==> src/rtl/uart_arb_pkg.sv <==
// Shared types and constants for the UART transmit arbiter.
package uart_arb_pkg;

  typedef enum logic [1:0] {
    IDLE      = 2'd0,
    ISSUE     = 2'd1,
    WAIT_ACK  = 2'd2,
    WAIT_DONE = 2'd3
  } arb_state_t;

  localparam int NUM_REQ_DEF = 4;
  localparam int DATA_W_DEF  = 8;
  // Width of the ack watchdog counter; ACK_TIMEOUT must fit below 2**WDOG_W.
  localparam int WDOG_W      = 8;

endpackage

==> src/rtl/rr_pick.sv <==
// Combinational round-robin picker: first set request after rr_ptr, wrapping.
module rr_pick #(
  parameter  int NUM_REQ = 4,
  localparam int IDX_W   = $clog2(NUM_REQ)
) (
  input  logic [NUM_REQ-1:0] req,
  input  logic [IDX_W-1:0]   rr_ptr,
  output logic [IDX_W-1:0]   winner,
  output logic               any_valid
);

  logic [IDX_W-1:0] idx;

  // Scan from farthest to nearest so the nearest valid index is assigned last.
  always_comb begin
    winner    = '0;
    idx       = '0;
    any_valid = |req;
    for (int k = NUM_REQ; k >= 1; k--) begin
      idx = IDX_W'((int'(rr_ptr) + k) % NUM_REQ);
      if (req[idx]) winner = idx;
    end
  end

endmodule

==> src/rtl/uart_tx_arbiter.sv <==
// Round-robin arbiter sharing one UART transmitter among NUM_REQ byte producers.
// Optional ack watchdog enabled by defining UART_ARB_WDOG_EN.
module uart_tx_arbiter
  import uart_arb_pkg::*;
#(
  parameter  int NUM_REQ     = NUM_REQ_DEF,
  parameter  int DATA_W      = DATA_W_DEF,
  parameter  int ACK_TIMEOUT = 15,
  localparam int IDX_W       = $clog2(NUM_REQ)
) (
  input  logic                      clk,
  input  logic                      rst_n,
  input  logic                      ena,
  input  logic [NUM_REQ-1:0]        req_valid,
  input  logic [NUM_REQ*DATA_W-1:0] req_data,
  output logic [NUM_REQ-1:0]        req_ready,
  input  logic                      uart_busy,
  output logic                      uart_start,
  output logic [DATA_W-1:0]         uart_data,
  output logic [IDX_W-1:0]          grant_id,
  output logic                      active,
  output logic                      arb_err
);

  arb_state_t       state;
  logic [IDX_W-1:0] rr_ptr;
  logic [IDX_W-1:0] winner;
  logic             any_valid;

  rr_pick #(.NUM_REQ(NUM_REQ)) u_pick (
    .req       (req_valid),
    .rr_ptr    (rr_ptr),
    .winner    (winner),
    .any_valid (any_valid)
  );

`ifdef UART_ARB_WDOG_EN
  logic [WDOG_W-1:0] wdog_cnt;
`else
  assign arb_err = 1'b0;
`endif

  always_ff @(posedge clk or negedge rst_n) begin
    if (!rst_n) begin
      state      <= IDLE;
      rr_ptr     <= IDX_W'(NUM_REQ - 1);
      req_ready  <= '0;
      uart_start <= 1'b0;
      uart_data  <= '0;
      grant_id   <= '0;
      active     <= 1'b0;
`ifdef UART_ARB_WDOG_EN
      arb_err    <= 1'b0;
      wdog_cnt   <= '0;
`endif
    end else begin
      // Pulses default low every cycle, and stay low while frozen.
      req_ready  <= '0;
      uart_start <= 1'b0;
`ifdef UART_ARB_WDOG_EN
      arb_err    <= 1'b0;
`endif
      if (ena) begin
        case (state)
          IDLE: if (any_valid && !uart_busy) begin
            uart_data <= req_data[winner*DATA_W +: DATA_W];
            req_ready <= {{(NUM_REQ-1){1'b0}}, 1'b1} << winner;
            grant_id  <= winner;
            rr_ptr    <= winner;
            active    <= 1'b1;
            state     <= ISSUE;
          end
          ISSUE: begin
            uart_start <= 1'b1;
            state      <= WAIT_ACK;
`ifdef UART_ARB_WDOG_EN
            wdog_cnt   <= '0;
`endif
          end
          WAIT_ACK: begin
            if (uart_busy) state <= WAIT_DONE;
`ifdef UART_ARB_WDOG_EN
            // Transmitter never acknowledged: drop the byte, keep rr_ptr on it.
            else if (wdog_cnt == WDOG_W'(ACK_TIMEOUT - 1)) begin
              arb_err <= 1'b1;
              active  <= 1'b0;
              state   <= IDLE;
            end else wdog_cnt <= wdog_cnt + 1'b1;
`endif
          end
          WAIT_DONE: if (!uart_busy) begin
            active <= 1'b0;
            state  <= IDLE;
          end
          default: state <= IDLE;
        endcase
      end
    end
  end

endmodule

==> config.mk <==
export PLATFORM = sky130hd
export DESIGN_NAME = uart_tx_arbiter
export DESIGN_NICKNAME = d
export VERILOG_FILES = /design/src/rtl/uart_arb_pkg.sv /design/src/rtl/rr_pick.sv /design/src/rtl/uart_tx_arbiter.sv
export SDC_FILE = /design/constraint.sdc
export NUM_CORES = 1
export LEC_CHECK = 0
export CAP_MARGIN = 15
export CORE_MARGIN = 5
export CORE_UTILIZATION = 41
export CTS_CLUSTER_SIZE = 14
export DETAILED_ROUTE_END_ITERATION = 16
export PLACE_DENSITY = 0.9
export SETUP_SLACK_MARGIN = 0.1
export SLEW_MARGIN = 20
export SYNTH_ARGS = -nofsm -noshare
export SYNTH_HDL_FRONTEND = slang
export SYNTH_SLANG_ARGS = --single-unit
==> constraint.sdc <==
create_clock -name clk -period 2.61 [get_ports clk]
set_clock_uncertainty 0.1 [all_clocks]
set_input_delay 0.522 -clock clk [delete_from_list [all_inputs] [get_ports clk]]
set_output_delay 0.522 -clock clk [all_outputs]
set_load 0.05 [all_outputs]
# Word level (Yosys, flattened, before mapping)
# Index checks and enable logic that the tools add are counted.
# word_totals
reg_bits	20
wordCells	55
# op_classes
n_reduce_logical	8
magnitude_cmp	4
n_addsub	4
n_mux	24
eq_ne	6
shift	2
# op_table
cell	n
32-bit by 6-bit variable part select with 8-bit output	1
2-bit two-way mux	7
2-bit by 3-bit < comparator with 1-bit output (second input constant)	4
4-bit two-way mux	3
1-bit binary-select mux with 2-bit select	4
1-bit two-way mux	8
2-bit case mux with 4 select lines	1
4-bit AND reduction	2
2-bit inequality test (second input constant)	3
2-bit by 1-bit adder with 2-bit output (second input constant)	2
2-bit adder (second input constant)	2
2-bit == test (second input constant)	2
4-bit OR reduction	1
1-bit by 2-bit << shifter with 4-bit output (first input constant)	1
3-bit AND reduction	1
2-bit by 1-bit == test with 1-bit output (second input constant)	1
2-bit zero test	1
1-bit case mux with 2 select lines	1
2-bit nonzero test	1
1-bit logical AND	1
1-bit zero test	1

# Depth between registers and ports, before layout
# logic_depth
ltp_word	11
depth_mapped	8
depth_no_buf	7

# Modules after synthesis
# From an unflattened synthesis, not the netlist that was laid out.
# hier_totals
hier_cells	113
area_unflattened_um2	1172.4
# by_module_without_submodules
mod	seq_area_each_um2	area_per_inst_um2	n_inst	cells_each
uart_tx_arbiter	503.0	1081.0	1	99
rr_pick	0.0	91.3	1	14

# Worst setup path before layout
# No wires, ideal clock.
# synth_path
path_kind	in2reg
startpoint	input req_valid[2]
endpoint	register uart_data[0]
required_time_ps	2378
t_arrival_ps	1587
cell_stages	7
path_slack_ps	791
cell_sequence	or3b_1 > buf_6 > o21ai_2 > a21o_4 > buf_12 > mux2i_1 > a211oi_1
# synth_via
elab_chain_len	7
word_cells_on_any_way	16
# synth_rtl
element	line_no	source
start: declaration	uart_tx_arbiter.sv:14	input logic [NUM_REQ-1:0] req_valid,
1-bit binary-select mux with 2-bit select	rr_pick.sv:21	if (req[idx]) winner = idx;
1-bit two-way mux (not written as such)	rr_pick.sv:21	
2-bit two-way mux (4 in series)	rr_pick.sv:21	
32-bit by 6-bit variable part select with 8-bit output	uart_tx_arbiter.sv:66	uart_data <= req_data[winner*DATA_W +: DATA_W];
end signal: assignment	uart_tx_arbiter.sv:66	
end: declaration	uart_tx_arbiter.sv:19	output logic [DATA_W-1:0] uart_data,
# Parallel ways exist; a longest one is shown, timed or not. The select of a mux whose other input is x is not followed.
# A chain may end at the register's enable or synchronous reset.

# Worst setup path in the final report
# layout_path
startpoint	register state[0]
endpoint	register uart_data[7]
# layout_via
elab_chain_len	2
# layout_rtl
element	line_no	source
start: declaration	uart_tx_arbiter.sv:25	arb_state_t state;
start signal: assignment	uart_tx_arbiter.sv:45	state <= IDLE;
start signal: assignment	uart_tx_arbiter.sv:71	state <= ISSUE;
start signal: assignment	uart_tx_arbiter.sv:75	state <= WAIT_ACK;
2-bit zero test	uart_tx_arbiter.sv:64	case (state)
3-bit AND reduction (no line)	-	
# Every way passes these cells.

==> results.sh <==
export IMPL_drive_above_1_share_pct=10.9
export IMPL_ys_ff_latch=20
export IMPL_hold_end="grant_id[0]$_DFFE_PN0P_"
export IMPL_antennaDiodeCount=0
export IMPL_worst_r2r_path_depth=7
export IMPL_io_buffers=55
export IMPL_syn_nets=171
export IMPL_clkSlewWorstSetupHoldPaths_ns=0.12
export IMPL_power_share_clock_pct=13.6
export IMPL_detail_route_wl_per_cell_um=16.8
export IMPL_cts_root_buf="clkbuf_4"
export IMPL_drcViolationCount=0
export IMPL_slowest_delay_ns=0.45
export IMPL_relSlewSlack_pct=42.6
export IMPL_final_core_util_pct=65.5
export IMPL_rsz0062_at_grt="no"
export IMPL_worstSetupStartpoint="state[0]$_DFFE_PN0P_"
export IMPL_finalHoldViolations=0
export IMPL_drtIter0Drc=73
export IMPL_clk_latency_ns=0.30
export IMPL_detail_route_antenna_nets=0
export IMPL_rows=19
export IMPL_p_comb_share_pct=57.6
export IMPL_setup_violations=0
export IMPL_synth_area_um2=1220
export IMPL_grt_pass1_vias=1197
export IMPL_clock_fmax_mhz=421
export IMPL_holdWs_ns=0.448
export IMPL_p_seq_share_pct=28.9
export IMPL_die_w_um=64.6
export IMPL_fin_crit_sh_pct=91.1
export IMPL_syn_inst=126
export IMPL_min_path_cells=1
export IMPL_slew_violations=0
export IMPL_cts_resized=0
export IMPL_critical_path_class="reg2reg"
export IMPL_slowest_stage="dfrtp_1"
export IMPL_power_leakage_uw=0.000831
export IMPL_rrSetupSlack_ns=0.23
export IMPL_yosys_cell_types_count=33
export IMPL_worstPathRequired_ns=2.70
export IMPL_switching_share_pct=45.9
export IMPL_fin_tns_setup_ns=0
export IMPL_worstPathMaxFanout=9
export IMPL_worst_pin_slew_ns=0.858
export IMPL_vias_per_cell=5.64
export IMPL_synth_seq_area_share_pct=41.1
export IMPL_synth_area_per_cell_um2=9.70
export IMPL_switchingPower_uw=866
export IMPL_initial_core_util_pct=43.6
export IMPL_cts_tree="yes"
export IMPL_end_kind="register"
export IMPL_cts_made_buffers=3
export IMPL_track_usage_pct=17.4
export IMPL_vdd_ir_drop_max_mv=0.397
export IMPL_start_kind="register"
export IMPL_drt_pass1_iterations=6
export IMPL_status="finished clean"
export IMPL_core_area_um2=2810
export IMPL_p_int_uw=1020
export IMPL_grt_pass1_wl_um=5730
export IMPL_vias=1213
export IMPL_maxCapViolCount=0
export IMPL_worst_ep_arrival_time_ns=2.46
export IMPL_period_needed_ns=2.38
export IMPL_r2r_start="state[0]$_DFFE_PN0P_"
export IMPL_gp_congestion=0.823
export IMPL_dieArea_um2=4170
export IMPL_powerDensity_nw_per_um2=1030
export IMPL_clockBufferDepth=2
export IMPL_cts_max_level=1
export IMPL_cts_sinks=20
export IMPL_chipHeight_um=64.6
export IMPL_drt_total_wl_um=3620
export IMPL_crit_chain="inv_1 > ha_1 > nand2_1 > nor3_2 > nand3_1 > a221oi_1 > a211oi_1"
export IMPL_design_portCount=57
export IMPL_nNetsFinal=230
export IMPL_grt_max_degree=23
export IMPL_grt_overflow=0
export IMPL_ys_warn_count=0
export IMPL_totalPowerFinal_uw=1890
export IMPL_min_from="grant_id[0]$_DFFE_PN0P_"
export IMPL_syn_to_final_growth_pct=50.3
export IMPL_antenna_found_initial=0
export IMPL_dp_hpwl_um=2830
export IMPL_hp_class="reg2reg"
export IMPL_r2r_end="uart_data[7]$_DFFE_PN0P_"
[synth_stat cells]
| master | count | share of area, % |
|---|---|---|
| buf_6 | 1 | 0.92 |
| nor2b_1 | 3 | 1.5 |
| buf_2 | 2 | 0.82 |
| nand3_1 | 1 | 0.41 |
| a21oi_1 | 3 | 1.2 |
| ha_1 | 5 | 5.1 |
| o22ai_1 | 1 | 0.51 |
| conb_1 | 1 | 0.31 |
| buf_12 | 2 | 3.3 |
| nor2_1 | 20 | 6.1 |
| or2b_1 | 1 | 0.61 |
| and2_1 | 2 | 1.0 |
| nor3_2 | 1 | 0.82 |
| o32a_1 | 1 | 0.82 |
| mux2i_1 | 9 | 7.4 |
| clkbuf_1 | 1 | 0.31 |
| o32a_2 | 1 | 0.92 |
| a221oi_1 | 8 | 5.7 |
| buf_4 | 1 | 0.61 |
| dfstp_2 | 2 | 4.3 |
| dfrtp_1 | 18 | 37 |
| nand2_1 | 11 | 3.4 |
| o21ai_2 | 1 | 0.72 |
| a21o_4 | 1 | 1.2 |
| a31oi_1 | 1 | 0.51 |
| mux2_2 | 3 | 2.8 |
| inv_1 | 9 | 2.8 |
| a211oi_1 | 8 | 4.9 |
| and2_2 | 1 | 0.61 |
| or3b_1 | 1 | 0.72 |
| o21ai_0 | 3 | 1.2 |
| and3_1 | 2 | 1.0 |
| nor4_1 | 1 | 0.51 |
[through the flow]
stage                     instances  cell area (um^2)  worst slack, ns
after floorplan                 126              1220            0.791
after global placement          209              1770           0.0837
after detailed placement        209              1770           -0.129
after CTS                       213              1820            0.200
after global routing            215              1840           0.0882
final                           215              1840            0.233
[worst max path at each step]
stage          slack, ns  cells after the start                       end
5_1_grt             0.09                      7  uart_data[7]$_DFFE_PN0P_
6_report            0.23                      7  uart_data[7]$_DFFE_PN0P_
3_3_place_gp        0.08                      6  uart_data[3]$_DFFE_PN0P_
3_5_place_dp       -0.13                      6  uart_data[7]$_DFFE_PN0P_
2_1_floorplan       0.79                      7  uart_data[0]$_DFFE_PN0P_
4_1_cts             0.20                      6  uart_data[7]$_DFFE_PN0P_
[sequential cells by signal, summed over array words and instances (netlist names)]
register / cells
state: 2
grant_id: 2
rr_ptr: 2
active: 1
uart_start: 1
req_ready: 4
uart_data: 8
[cell type report]
class                      instances  area, um^2
clock buffer                       3        22.5
clock inverter                     1        30.0
fill                             212         968
inverter                           9        33.8
multi-input combinational         90         613
sequential                        20         503
tap                               31        38.8
timing repair buffer              61         596
[cell families (layout without fill, tap and decap cells)]
family | after synthesis | count (layout) | share of synthesized area [%]
simple gates | 44 | 44 | 16.8
compound gates | 28 | 28 | 17.8
flops | 20 | 20 | 41.1
buf+inv | 16 | 74 | 8.70
mux | 12 | 12 | 10.1
fa+ha+maj | 5 | 5 | 5.12
other cells | 1 | 1 | 0.307
[placed cells by master, fill, tap and decap left out, types with 2 or more instances in the layout]
cell             synthesis  final
clkdlybuf4s50_1          0     55
nor2_1                  20     20
dfrtp_1                 18     18
nand2_1                 11     11
inv_1                    9      9
mux2i_1                  9      9
a221oi_1                 8      8
a211oi_1                 8      8
buf_4                    1      6
ha_1                     5      5
nor2b_1                  3      3
a21oi_1                  3      3
o21ai_0                  3      3
mux2_2                   3      3
clkbuf_4                 0      3
and3_1                   2      2
and2_1                   2      2
dfstp_2                  2      2
[power by group through the flow]
stage	registers [uW]	clock network, uW	logic, uW
floorplan	858	0	434
global placement	541	0	1030
detailed placement	546	0	1060
CTS	542	253	1070
global route	564	271	1150
finish	544	256	1090
[layer usage]
| metal | share of wire, % | routed length [um] | track usage (%) |
|---|---|---|---|
| met1 | 37 | 1350 | 20.9 |
| met3 | 6.3 | 228 | 2.25 |
| met4 | 3.1 | 112 | 7.65 |
| met2 | 53 | 1930 | 30.9 |
| met5 | 0 | 0 | 0 |
[repair_timing]
item | CTS | global route
setup buffers | 0 | 2
hold buffers | 0 | 0
setup endpoints to repair | 0 | 6
[critical path: cells and delay by family, from the launching register on]
kind                     cells  cell delay (ns)
buffers and inverters        1             0.15
AND/OR/NAND/NOR              3             0.83
adder cells (fa/ha/maj)      1             0.21
AO/OA/AOI/OAI                2             0.52
flip-flops                   1             0.45
Note: power is estimated with default switching activity, not from simulation.
